## config.mk

```make
export PLATFORM = sky130hd
export DESIGN_NAME = kc_tap_loader_flat
export DESIGN_NICKNAME = d
export VERILOG_FILES = /design/src/rtl/kc_tap_loader_if.sv /design/src/rtl/kc_tap_loader.sv /design/src/flat_wrapper.sv
export SDC_FILE = /design/constraint.sdc
export NUM_CORES = 1
export LEC_CHECK = 0
export ABC_AREA = 1
export CORE_AREA = 3 3 129 131
export DETAILED_ROUTE_END_ITERATION = 10
export DIE_AREA = 0 0 132 134
export HOLD_SLACK_MARGIN = 0.05
export PLACE_DENSITY = 0.8
export SYNTH_ARGS = -nofsm -noshare
export SYNTH_HDL_FRONTEND = slang
export SYNTH_SLANG_ARGS = --single-unit
```

## constraint.sdc

```tcl
create_clock -name clk -period 2.3 [get_ports clk]
set_input_delay 0.46 -clock clk [delete_from_list [all_inputs] [get_ports clk]]
set_output_delay 0.46 -clock clk [all_outputs]
set_load 0.02 [all_outputs]
```

## src/rtl/kc_tap_loader_if.sv

```systemverilog
// hps_io ioctl download stream plus the RAM write port used by the KC87 tape loader.
// master = loader side (consumes ioctl bytes, issues RAM writes), slave = environment side.
interface kc_tap_loader_if #(
  parameter int ADDR_W = 16
);
  logic              ioctl_download;
  logic [7:0]        ioctl_index;
  logic              ioctl_wr;
  logic [24:0]       ioctl_addr;
  logic [7:0]        ioctl_data;
  logic              ioctl_wait;
  logic [ADDR_W-1:0] mem_addr;
  logic [7:0]        mem_data;
  logic              mem_wr;
  logic              mem_ack;

  modport master (
    input  ioctl_download, ioctl_index, ioctl_wr, ioctl_addr, ioctl_data, mem_ack,
    output ioctl_wait, mem_addr, mem_data, mem_wr
  );

  modport slave (
    output ioctl_download, ioctl_index, ioctl_wr, ioctl_addr, ioctl_data, mem_ack,
    input  ioctl_wait, mem_addr, mem_data, mem_wr
  );
endinterface

```

## src/rtl/kc_tap_loader.sv

```systemverilog
// KC-TAPE (.tap) loader: checks the signature, parses 129-byte blocks and writes the payload to RAM.
// Define KC_TAP_AUTOSTART_EN to add a one-cycle autostart pulse when a load with exec address completes.
module kc_tap_loader #(
  parameter int ADDR_W    = 16,
  parameter int BLK_LEN   = 128,
  parameter int TAP_INDEX = 1,
  parameter int SIG_LEN   = 16
) (
  input  logic              clk,
  input  logic              reset,
  kc_tap_loader_if.master   bus,
  output logic              busy,
  output logic              load_done,
  output logic [2:0]        load_err,
  output logic [ADDR_W-1:0] exec_addr,
  output logic              exec_valid
`ifdef KC_TAP_AUTOSTART_EN
  ,output logic             autostart
`endif
);

  typedef enum logic [2:0] {IDLE, SIG, BLKNUM, HDR, DATA, WRITE, DONE, ERR} state_t;
  localparam int BC_W = $clog2(BLK_LEN + 1);

  state_t            state_q, state_d;
  logic              dl_prev_q;
  logic [24:0]       byte_cnt_q, byte_cnt_d;
  logic [BC_W-1:0]   blk_cnt_q, blk_cnt_d, blk_cnt_nx;
  logic              first_blk_q, first_blk_d;
  logic [7:0]        argc_q, argc_d;
  logic [15:0]       start_q, start_d, end_q, end_d, exec_q, exec_d;
  logic [ADDR_W-1:0] mem_addr_q, mem_addr_d, end_a;
  logic [7:0]        mem_data_q, mem_data_d;
  logic              all_wr_q, all_wr_d;
  logic              done_q, done_d;
  logic [2:0]        err_q, err_d;
  logic              ev_q, ev_d;
  logic              start_dl, blk_last;
  logic [31:0]       hdr_pos;
  logic              unused_idx;

  function automatic logic [7:0] sig_byte(input logic [3:0] idx);
    case (idx)
      4'd0:    return 8'hC3;
      4'd1:    return 8'h4B;
      4'd2:    return 8'h43;
      4'd3:    return 8'h2D;
      4'd4:    return 8'h54;
      4'd5:    return 8'h41;
      4'd6:    return 8'h50;
      4'd7:    return 8'h45;
      4'd8:    return 8'h20;
      4'd9:    return 8'h62;
      4'd10:   return 8'h79;
      4'd11:   return 8'h20;
      4'd12:   return 8'h41;
      4'd13:   return 8'h46;
      4'd14:   return 8'h2E;
      default: return 8'h20;
    endcase
  endfunction

  assign unused_idx = ^bus.ioctl_index[7:6];
  assign start_dl   = bus.ioctl_download && !dl_prev_q && (bus.ioctl_index[5:0] == 6'(TAP_INDEX));
  assign blk_cnt_nx = blk_cnt_q + BC_W'(1);
  assign blk_last   = (blk_cnt_nx == BC_W'(BLK_LEN));
  assign hdr_pos    = 32'(blk_cnt_q);
  assign end_a      = ADDR_W'(end_q);

  // A download that ends (level low) in any parsing state is judged by whether the whole range was written.
  always_comb begin
    state_d     = state_q;
    byte_cnt_d  = byte_cnt_q;
    blk_cnt_d   = blk_cnt_q;
    first_blk_d = first_blk_q;
    argc_d      = argc_q;
    start_d     = start_q;
    end_d       = end_q;
    exec_d      = exec_q;
    mem_addr_d  = mem_addr_q;
    mem_data_d  = mem_data_q;
    all_wr_d    = all_wr_q;
    done_d      = done_q;
    err_d       = err_q;
    ev_d        = ev_q;
    case (state_q)
      IDLE, DONE, ERR: begin
        if (start_dl) begin
          state_d     = SIG;
          done_d      = 1'b0;
          err_d       = 3'd0;
          ev_d        = 1'b0;
          byte_cnt_d  = '0;
          all_wr_d    = 1'b0;
          first_blk_d = 1'b1;
        end
      end
      WRITE: begin
        if (bus.mem_ack) begin
          mem_addr_d = mem_addr_q + ADDR_W'(1);
          if (mem_addr_q == end_a) all_wr_d = 1'b1;
          state_d = (blk_cnt_q == BC_W'(BLK_LEN)) ? BLKNUM : DATA;
        end
      end
      default: begin
        if (!bus.ioctl_download) begin
          if (all_wr_q) begin
            state_d = DONE;
            done_d  = 1'b1;
          end else begin
            state_d = ERR;
            err_d   = 3'd4;
          end
        end else if (bus.ioctl_wr) begin
          byte_cnt_d = byte_cnt_q + 25'd1;
          if (bus.ioctl_addr != byte_cnt_q) begin
            state_d = ERR;
            err_d   = 3'd5;
          end else begin
            case (state_q)
              SIG: begin
                if (bus.ioctl_data != sig_byte(byte_cnt_q[3:0])) begin
                  state_d = ERR;
                  err_d   = 3'd1;
                end else if (byte_cnt_q == 25'(SIG_LEN - 1)) begin
                  state_d = BLKNUM;
                end
              end
              BLKNUM: begin
                blk_cnt_d   = '0;
                first_blk_d = 1'b0;
                state_d     = first_blk_q ? HDR : DATA;
              end
              HDR: begin
                blk_cnt_d = blk_cnt_nx;
                case (hdr_pos)
                  32'd16:  argc_d        = bus.ioctl_data;
                  32'd17:  start_d[7:0]  = bus.ioctl_data;
                  32'd18:  start_d[15:8] = bus.ioctl_data;
                  32'd19:  end_d[7:0]    = bus.ioctl_data;
                  32'd20:  end_d[15:8]   = bus.ioctl_data;
                  32'd21:  exec_d[7:0]   = bus.ioctl_data;
                  32'd22:  exec_d[15:8]  = bus.ioctl_data;
                  default: ;
                endcase
                if (blk_last) begin
                  if (argc_q < 8'd2) begin
                    state_d = ERR;
                    err_d   = 3'd2;
                  end else if (end_q < start_q) begin
                    state_d = ERR;
                    err_d   = 3'd3;
                  end else begin
                    mem_addr_d = ADDR_W'(start_q);
                    ev_d       = (argc_q >= 8'd3);
                    state_d    = BLKNUM;
                  end
                end
              end
              DATA: begin
                blk_cnt_d = blk_cnt_nx;
                if (mem_addr_q <= end_a) begin
                  mem_data_d = bus.ioctl_data;
                  state_d    = WRITE;
                end else if (blk_last) begin
                  state_d = BLKNUM;
                end
              end
              default: ;
            endcase
          end
        end
      end
    endcase
  end

  always_ff @(posedge clk) begin
    if (reset) begin
      state_q     <= IDLE;
      dl_prev_q   <= 1'b0;
      byte_cnt_q  <= '0;
      blk_cnt_q   <= '0;
      first_blk_q <= 1'b0;
      argc_q      <= '0;
      start_q     <= '0;
      end_q       <= '0;
      exec_q      <= '0;
      mem_addr_q  <= '0;
      mem_data_q  <= '0;
      all_wr_q    <= 1'b0;
      done_q      <= 1'b0;
      err_q       <= 3'd0;
      ev_q        <= 1'b0;
    end else begin
      state_q     <= state_d;
      dl_prev_q   <= bus.ioctl_download;
      byte_cnt_q  <= byte_cnt_d;
      blk_cnt_q   <= blk_cnt_d;
      first_blk_q <= first_blk_d;
      argc_q      <= argc_d;
      start_q     <= start_d;
      end_q       <= end_d;
      exec_q      <= exec_d;
      mem_addr_q  <= mem_addr_d;
      mem_data_q  <= mem_data_d;
      all_wr_q    <= all_wr_d;
      done_q      <= done_d;
      err_q       <= err_d;
      ev_q        <= ev_d;
    end
  end

`ifdef KC_TAP_AUTOSTART_EN
  logic autostart_q, autostart_d;

  always_comb autostart_d = (state_d == DONE) && (state_q != DONE) && ev_q;

  always_ff @(posedge clk) begin
    if (reset) autostart_q <= 1'b0;
    else       autostart_q <= autostart_d;
  end

  assign autostart = autostart_q;
`endif

  assign bus.ioctl_wait = (state_q == WRITE);
  assign bus.mem_wr     = (state_q == WRITE);
  assign bus.mem_addr   = mem_addr_q;
  assign bus.mem_data   = mem_data_q;
  assign busy           = (state_q != IDLE) && (state_q != DONE) && (state_q != ERR);
  assign load_done      = done_q;
  assign load_err       = err_q;
  assign exec_valid     = ev_q;
  assign exec_addr      = ADDR_W'(exec_q);

endmodule

```

## src/flat_wrapper.sv

```systemverilog
// flat-port wrapper written by rule: the top's interface ports become plain ports
module kc_tap_loader_flat 
#(
  parameter int ADDR_W    = 16,
  parameter int BLK_LEN   = 128,
  parameter int TAP_INDEX = 1,
  parameter int SIG_LEN   = 16
)
  (clk, reset, busy, load_done, load_err, exec_addr, exec_valid, bus_ioctl_download, bus_ioctl_index, bus_ioctl_wr, bus_ioctl_addr, bus_ioctl_data, bus_mem_ack, bus_ioctl_wait, bus_mem_addr, bus_mem_data, bus_mem_wr);
  kc_tap_loader_if #(.ADDR_W(ADDR_W)) bus_i ();
  input  logic clk;
  input  logic reset;
  output logic busy;
  output logic load_done;
  output logic [2:0] load_err;
  output logic [ADDR_W-1:0] exec_addr;
  output logic exec_valid;
  input wire logic [$bits(bus_i.ioctl_download)-1:0] bus_ioctl_download;
  input wire logic [$bits(bus_i.ioctl_index)-1:0] bus_ioctl_index;
  input wire logic [$bits(bus_i.ioctl_wr)-1:0] bus_ioctl_wr;
  input wire logic [$bits(bus_i.ioctl_addr)-1:0] bus_ioctl_addr;
  input wire logic [$bits(bus_i.ioctl_data)-1:0] bus_ioctl_data;
  input wire logic [$bits(bus_i.mem_ack)-1:0] bus_mem_ack;
  output wire logic [$bits(bus_i.ioctl_wait)-1:0] bus_ioctl_wait;
  output wire logic [$bits(bus_i.mem_addr)-1:0] bus_mem_addr;
  output wire logic [$bits(bus_i.mem_data)-1:0] bus_mem_data;
  output wire logic [$bits(bus_i.mem_wr)-1:0] bus_mem_wr;
  assign bus_i.ioctl_download = bus_ioctl_download;
  assign bus_i.ioctl_index = bus_ioctl_index;
  assign bus_i.ioctl_wr = bus_ioctl_wr;
  assign bus_i.ioctl_addr = bus_ioctl_addr;
  assign bus_i.ioctl_data = bus_ioctl_data;
  assign bus_i.mem_ack = bus_mem_ack;
  assign bus_ioctl_wait = bus_i.ioctl_wait;
  assign bus_mem_addr = bus_i.mem_addr;
  assign bus_mem_data = bus_i.mem_data;
  assign bus_mem_wr = bus_i.mem_wr;
  kc_tap_loader #(.ADDR_W(ADDR_W), .BLK_LEN(BLK_LEN), .TAP_INDEX(TAP_INDEX), .SIG_LEN(SIG_LEN)) u_core (.clk(clk), .reset(reset), .bus(bus_i), .busy(busy), .load_done(load_done), .load_err(load_err), .exec_addr(exec_addr), .exec_valid(exec_valid));
endmodule
```

-- Yosys cells after proc, flatten, opt, wreduce, memory -nomap -nowiden
Memory sizes are Yosys's and may differ from the RTL's. A register that Yosys moved wholly into a read port is not among the register bits.
Cells that the tools add are included.
- $add $sub $neg: 3
- muxes and demuxes: 70
- bitwise logic cells: 4
- eq/ne operators: 44
- reduce and logical (&&, ||, !) cells: 39
- $lt $le $gt $ge: 4
- operator list (kind ; count):
    two-way mux 16 bit ; 8
    two-way mux 25 bit ; 3
    two-way mux 3 bit ; 23
    == test 8 x 5 -> 1 bit (second input constant) ; 7
    AND reduction 6 bit ; 9
    one-hot mux 25 bit (2 select lines) ; 1
    two-way mux 8 bit ; 5
    one-hot mux 16 bit (2 select lines) ; 1
    adder 25 x 1 -> 25 bit (second input constant) ; 1
    == test 25 x 4 -> 1 bit (second input constant) ; 1
    inequality test 25 bit ; 1
    nonzero test 2 bit ; 12
    two-way mux 1 bit ; 18
    one-hot mux 3 bit (2 select lines) ; 3
    AND reduction 9 bit ; 2
    adder 16 x 1 -> 16 bit (second input constant) ; 1
    == test 16 bit ; 1
    == test 8 bit (second input constant) ; 2
    <= comparator 16 bit ; 1
    less-than comparator 16 bit ; 1
    one-hot mux 8 bit (2 select lines) ; 1
    inequality test 2 bit (second input constant) ; 7
    == test 3 bit (second input constant) ; 4
    one-hot mux 3 bit (4 select lines) ; 1
    32 further kinds ; 50
- output and inout port bits: 48
- input port bits: 46
- memory bits (read-only): 128
- register bits: 124
- memories: 1
- memory list (memory ; words ; bits a word ; rd ports ; clocked after memory_dff ; write ports ; RTL line ; text):
    (no name shown) ; 16 ; 8 ; 1 ; 1 ; 0 ; kc_tap_loader.sv:43 ; case (idx)

-- Depth between registers and ports, before layout
Gate-level depths: netlist of the first run.
- depth after elaboration: 13
- mapped depth: 18
- depth with buffers taken out: 18

-- Worst setup path before layout of the first run
OpenSTA, ideal clock, no wires.
- path type: register to register
- start: register u_core.state_q[2]
- end: register with a tool-made name
- stages on the path, launching flop included: 16
- clock period less this slack: 2.134 ns
- arrival: 2.020 ns
- path buffers: 1
- data required time: 2.186 ns
- slack: 0.166 ns
- path through: dfxtp_1 -> inv_2 -> nand2_2 -> nand2_2 -> nor2_8 -> nand2_2 -> nand2_2 -> inv_2 -> nand2_2 -> buf_6 -> nand2_2 -> a21oi_2 -> ha_1 -> nand2_1 -> a21oi_1 -> a21o_1
- RTL lines (what ; RTL line ; text):
    start: declaration ; kc_tap_loader.sv:25 ; state_t state_q, state_d;
    start signal: assignment ; kc_tap_loader.sv:195 ; state_q <= state_d;

==> impl_metrics.toml, run 1 <==
[setup_path]
endpoint_kind = "flop"
crit_start = "u_core.state_q[2]$_SDFFE_PP0P_"
r2r-start = "u_core.state_q[2]$_SDFFE_PP0P_"
max_stage_delay_ns = 0.38
crit_path_max_fanout = 7
cpMostUsedCell = "nand2_2"
crit_slowest_cell = "dfxtp_4"
reg2reg_slack_ns = 0.12
worstSetupPathType = "reg -> reg"
worstRegToRegCells = 15
arrival_ns = 2.50
cp_data_required_time_ns = 2.61
startpoint_type = "flop"
cp_cell_sequence = "inv_2 -> nand2_2 -> nand2_4 -> nor2_8 -> nand2_2 -> nand2_2 -> inv_2 -> nand2_4 -> inv_2 -> a21oi_1 -> nand2_2 -> ha_1 -> nand2_1 -> a21oi_1 -> a21o_1"

[timing]
holdWs_ns = 0.448
relSlewSlack = 0.712
timing.final.ws_setup_ns = 0.118
fmax_mhz = 458
finalSetupViolCount = 0
fin_skew_ns = 0.0123
min_period_ns = 2.18
worst_pin_slew_ns = 0.428
maxSlewViolCount = 0
hold_viol = 0
fin_crit_sh = 0.949

[power_and_ir_drop]
peakVddDrop_mv = 0.549
power.total_uw = 6760
powerDensity_nw_per_um2 = 652
p_leak_uw = 0.00468

[cells_and_area]
final_common_cell = "nand2_1"
final-seq-area_um2 = 2650
nets = 1454
area_growth_pct = 30.2
final.fill_count = 1340
multi_input_area_um2 = 4560
utilization = 0.660
mostFrequentLayoutCells = "nand2_1, inv_1, nor2_1"
diodes = 0
drive_above_1_share = 0.141

[global_routing]
grt_pass1_wl_um = 34300
antenna_found_initial = 0
grt_pass1_vias = 7524
grt_max_degree = 53
grt-ovfl-total = 0
track_usage = 0.233

[logic_synthesis]
yosysSeqAreaShare = 0.332
yosys_warnings = 0
syn-num-nets = 1295
netlist_instances = 1208
synthTopCellsByArea = "dfxtp_1, nand2_1, inv_1"
ys_ff_latch = 132
synth_flop_cell = "dfxtp_1"
syn_area_per_cell_um2 = 6.59
synth_edf_count = 0
synth_area_um2 = 7970
ys_types = 51
yosys.area.top_type = "dfxtp_1"
synth_top_area_frac = 0.332
async_flop_share = 0

[clock_tree]
clock_sinks = 132
cts_made_buffers = 17
clkTransAtPathRegs_ns = 0.06
clk_path_buf_depth = 2
cts_tree = "built"
insertion_delay_ns = 0.43
htreeDepth = 4
ctsRootBufferMaster = "clkbuf_16"

[drt]
routed_wl_um = 21400
vias = 8231
wl_per_cell_um = 13.4
ant_nets = 0
via_per_inst = 5.16
drcViolationCount = 0
initialDrtViolationCount = 535
drt_first_pass_iters = 5

[die]
die_h_um = 134
fp.coreArea_um2 = 15700
die-area_um2 = 17700
die_x_um = 132
start_util = 0.507
fp-row-count = 46
num_io_pins = 94

[place]
portBuffers = 91
routabilityCongestion = 0.955
hpwlAfterDp_um = 15600
place_ws_ns = -0.384

[outcome]
status = "complete, no violations"

[hold_path]
hp-class = "reg -> reg"

[flow_run]
drv_cap = 0
## how the worst min path moves through the flow
stage                                                 from                               end  depth (start not counted)
after floorplan              u_core.argc_q[6]$_SDFFE_PP0P_     u_core.argc_q[6]$_SDFFE_PP0P_                          2
after global placement    u_core.exec_addr[1]$_SDFFE_PP0P_  u_core.exec_addr[1]$_SDFFE_PP0P_                          2
after detailed placement     u_core.argc_q[6]$_SDFFE_PP0P_     u_core.argc_q[6]$_SDFFE_PP0P_                          2
after CTS                    u_core.argc_q[7]$_SDFFE_PP0P_     u_core.argc_q[7]$_SDFFE_PP0P_                          2
after global routing      u_core.exec_addr[4]$_SDFFE_PP0P_  u_core.exec_addr[4]$_SDFFE_PP0P_                          2
final                        u_core.argc_q[0]$_SDFFE_PP0P_     u_core.argc_q[0]$_SDFFE_PP0P_                          2
## registers in the layout, summed over array words and instances (netlist names), named ones only
name                 flops
u_core.exec_addr        16
u_core.argc_q            8
u_core.byte_cnt_q       25
u_core.start_q          16
u_core.blk_cnt_q         8
u_core.all_wr_q          1
u_core.exec_valid        1
u_core.dl_prev_q         1
u_core.load_err          3
u_core.first_blk_q       1
u_core.bus.mem_addr     16
u_core.end_a            16
u_core.bus.mem_data      8
u_core.load_done         1
u_core.state_q           3
## final cells by class
type,count,share of cell area
inverter,185,0.0677
clock buffer,19,0.0427
sequential,132,0.256
timing repair buffer,173,0.155
clock inverter,12,0.0129
tap,216,0.0261
multi-input combinational,858,0.439
## through the flow
| stage | cells | TNS [ns] | instance area (µm²) |
|---|---|---|---|
| floorplan | 1208 | 0 | 7970 |
| global placement | 1554 | -21.88 | 9590 |
| detailed placement | 1554 | -29.01 | 9590 |
| CTS | 1585 | -0.00966 | 10200 |
| global route | 1595 | -0.0724 | 10400 |
| finish | 1595 | 0 | 10400 |
## Yosys cell counts (9+ instances only)
master / instances
a21oi_1: 107
xnor2_1: 9
nand4_1: 24
buf_2: 11
nor2_1: 135
o21ai_0: 83
xor2_1: 18
inv_2: 17
inv_1: 164
nand2_1: 295
nand3_1: 35
nor3_1: 20
o21ai_1: 22
ha_1: 41
dfxtp_1: 132
clkbuf_1: 16
## report_power, final
group | switching [µW] | internal (µW)
combinational | 1040 | 646
clock | 1040 | 1620
sequential | 57.7 | 2360
total | 2140 | 4620
## critical path, delay by kind of cell (launching register included)
family                   cells  cell delay, ns
AO/OA/AOI/OAI                3            0.36
adder cells (fa/ha/maj)      1            0.31
buffers and inverters        3            0.16
flip-flops                   1            0.38
AND/OR/NAND/NOR              8            0.86
## repair_timing
action                                  in CTS  in global routing
resized for setup                            4                 37
cloned                                       0                  2
hold buffers                                 0                  0
endpoints found under the hold margin        0                  0
pin swaps                                    1                 10
setup buffers                                0                  8
endpoints found under the setup margin       6                 96
## logic make-up after synthesis
logic type / after synthesis / synth area share
fa+ha+maj: 41 / 0.0644
simple gates: 553 / 0.307
buf+inv: 219 / 0.111
xor+xnor: 27 / 0.0297
compound gates: 236 / 0.157
flops: 132 / 0.332
## routing by layer
| layer | global-route usage | wire length, µm | part of all wire | vias to the layer above |
|---|---|---|---|---|
| met4 | 0.0893 | 565 | 0.026 | 0 |
| met5 | 0 | 0 | 0 | - |
| met3 | 0.0499 | 1120 | 0.052 | 46 |
| met2 | 0.406 | 10600 | 0.50 | 228 |
| li1 | - | - | - | 4194 |
| met1 | 0.283 | 9030 | 0.42 | 3763 |
No activity file was read; power rests on OpenSTA's default activity.
==> run 2, diff against run 1 <==
Settings changed: CORE_AREA 3 3 129 131 to 3 3 99 172, DIE_AREA 0 0 132 134 to 0 0 102 175, PLACE_DENSITY 0.8 to 0.79.
Clock period 2.3 ns to 2 ns, I/O delays scaled along.
==> run 2 against run 1 <==
Against the previous run: die area rose by 0.92%; clock-buffer cell count did not move; critical path depth fell by 5; worst hold slack barely moved; setup slack got worse by 0.45 ns; cell count rose by 6.0%; the run now ends with setup timing left.
==> impl_metrics.toml, run 2 (synthesized netlist as in run 1, its figures left out) <==
[timing]
fin_skew_ns = 0.0140
timing.final.ws_setup_ns = -0.328
fmax_mhz = 430
fin_setup_tns_ns = -8.27
hold_viol = 0
rsz0062_at_grt = "yes"
fin_crit_sh = 1.16
maxSlewViolCount = 0
relSlewSlack = 0.646
worst_pin_slew_ns = 0.526
finalSetupViolCount = 64
min_period_ns = 2.33

[drt]
via_per_inst = 5.84
ant_nets = 0
initialDrtViolationCount = 926
routed_wl_um = 32300
drcViolationCount = 0
wl_per_cell_um = 19.1
vias = 9875
drt_first_pass_iters = 8

[place]
portBuffers = 91
place_ws_ns = -0.625
hpwlAfterDp_um = 18700
routabilityCongestion = 0.976

[cells_and_area]
area_growth_pct = 56.3
final.fill_count = 953
top_register = "u_core.byte_cnt_q"
mostFrequentLayoutCells = "nand2_1, buf_4, inv_1"
nets = 1576
largest_register_ffs = 25
final_common_cell = "nand2_1"
drive_above_1_share = 0.355
diodes = 0

[clock_tree]
ctsRootBufferMaster = "clkbuf_16"
clk_path_buf_depth = 2
clock_sinks = 132
cts_tree = "built"
insertion_delay_ns = 0.43
cts_made_buffers = 17
htreeDepth = 4
clkTransAtPathRegs_ns = 0.06

[setup_path]
cp_cell_sequence = "nor4_1 -> nand3_1 -> inv_1 -> nand2_1 -> nand4_1 -> buf_6 -> clkbuf_16 -> nand2_1 -> nand2_1 -> nor2_1"
cpMostUsedCell = "nand2_1"
max_stage_delay_ns = 0.51
crit_path_max_fanout = 16
reg2reg_slack_ns = -0.33
crit_slowest_cell = "nor4_1"
worstRegToRegCells = 10
worstSetupPathType = "reg -> reg"
cp_data_required_time_ns = 2.32
cp_top_family = "simple AND/OR/NAND/NOR gates"
crit_start = "u_core.argc_q[7]$_SDFFE_PP0P_"
startpoint_type = "flop"
r2r-start = "u_core.argc_q[7]$_SDFFE_PP0P_"
worst-path-buf-inv = 3
worstReg2RegEnd = "u_core.bus.mem_addr[5]$_SDFFE_PP0P_"
arrival_ns = 2.65
cp.depth = 10
endpoint_kind = "flop"

[die]
num_io_pins = 94
die_x_um = 102
die_h_um = 175
start_util = 0.502
die-area_um2 = 17900
fp-row-count = 61
fp.coreArea_um2 = 15900

[global_routing]
track_usage = 0.294
grt_pass1_vias = 9232
grt-ovfl-total = 0
grt_max_degree = 43
antenna_found_initial = 0
grt_pass1_wl_um = 41700

[hold_path]
hp-class = "reg -> reg"
worstHoldEndpoint = "u_core.exec_addr[0]$_SDFFE_PP0P_"
holdPathStages = 2
min_from = "u_core.exec_addr[0]$_SDFFE_PP0P_"

[outcome]
status = "finished, violations left"
violations = "setup timing"

[flow_run]
drv_cap = 0

[power_and_ir_drop]
peakVddDrop_mv = 0.629
p_leak_uw = 0.00572
powerDensity_nw_per_um2 = 703
## run 2: cell types whose count changed in the layout (fill, tap and decap cells not counted), sizes merged
cell,change
buf,+123
clkbuf,+2
clkdlybuf4s50,-26
clkinv,-1
clkinvlp,-1
dlygate4sd2,+11
dlymetal6s2s,+13
inv,+3
nor2,-1
## run 2: metrics by stage
step	hold WS (ns)	cell area [µm²]	util	std cells	power, µW
2_1_floorplan	0.424	7990	-	1208	3960
3_3_place_gp	0.432	10200	0.646	1611	4880
3_5_place_dp	0.439	10200	0.646	1611	4900
4_1_cts	0.449	11400	0.719	1667	8290
5_1_grt	0.464	12400	0.784	1691	9050
6_report	0.447	12400	0.784	1691	8750
## run 2: worst register-to-register path, cell delays in order, from the launching register on
cell	delay, ns
dfxtp_1	0.34
nor4_1	0.51
nand3_1	0.41
inv_1	0.22
nand2_1	0.09
nand4_1	0.12
buf_6	0.15
clkbuf_16	0.19
nand2_1	0.07
nand2_1	0.07
nor2_1	0.04
## run 2: power breakdown
group          switching, µW  internal, µW
clock network           1320          1890
registers               73.1          2710
logic                   1590          1170
## run 2: layout make-up
cell class,count,area [µm²],share of cell area
multi-input cells,857,5450,0.438
clock inverters,13,148,0.0119
flip-flops and latches,132,2700,0.217
repair buffers,296,2750,0.221
inverters,185,717,0.0576
clock buffers,19,443,0.0356
well taps,189,236,0.0190
## run 2: what timing repair did
action / CTS / global route
cloned: 0 / 4
setup endpoints to repair: 114 / 120
pin swaps: 44 / 67
resized for setup: 150 / 262
setup buffers: 24 / 23
hold buffers: 0 / 0
## run 2: worst max path at each step
| stage | slack (ns) | endpoint |
|---|---|---|
| detailed placement | -0.63 | u_core.exec_addr[12]$_SDFFE_PP0P_ |
| CTS | -0.08 | flop |
| global route | -0.41 | u_core.load_err[0]$_SDFFE_PP0P_ |
| floorplan | -0.04 | flop |
| global placement | -0.56 | flop |
| finish | -0.33 | u_core.bus.mem_addr[5]$_SDFFE_PP0P_ |
## run 2: layer usage
layer,up-vias,routed length (µm),global-route usage
li1,4443,-,-
met1,4546,10100,0.270
met2,605,16900,0.552
met3,281,1850,0.0451
met4,0,3420,0.221
met5,-,0,0
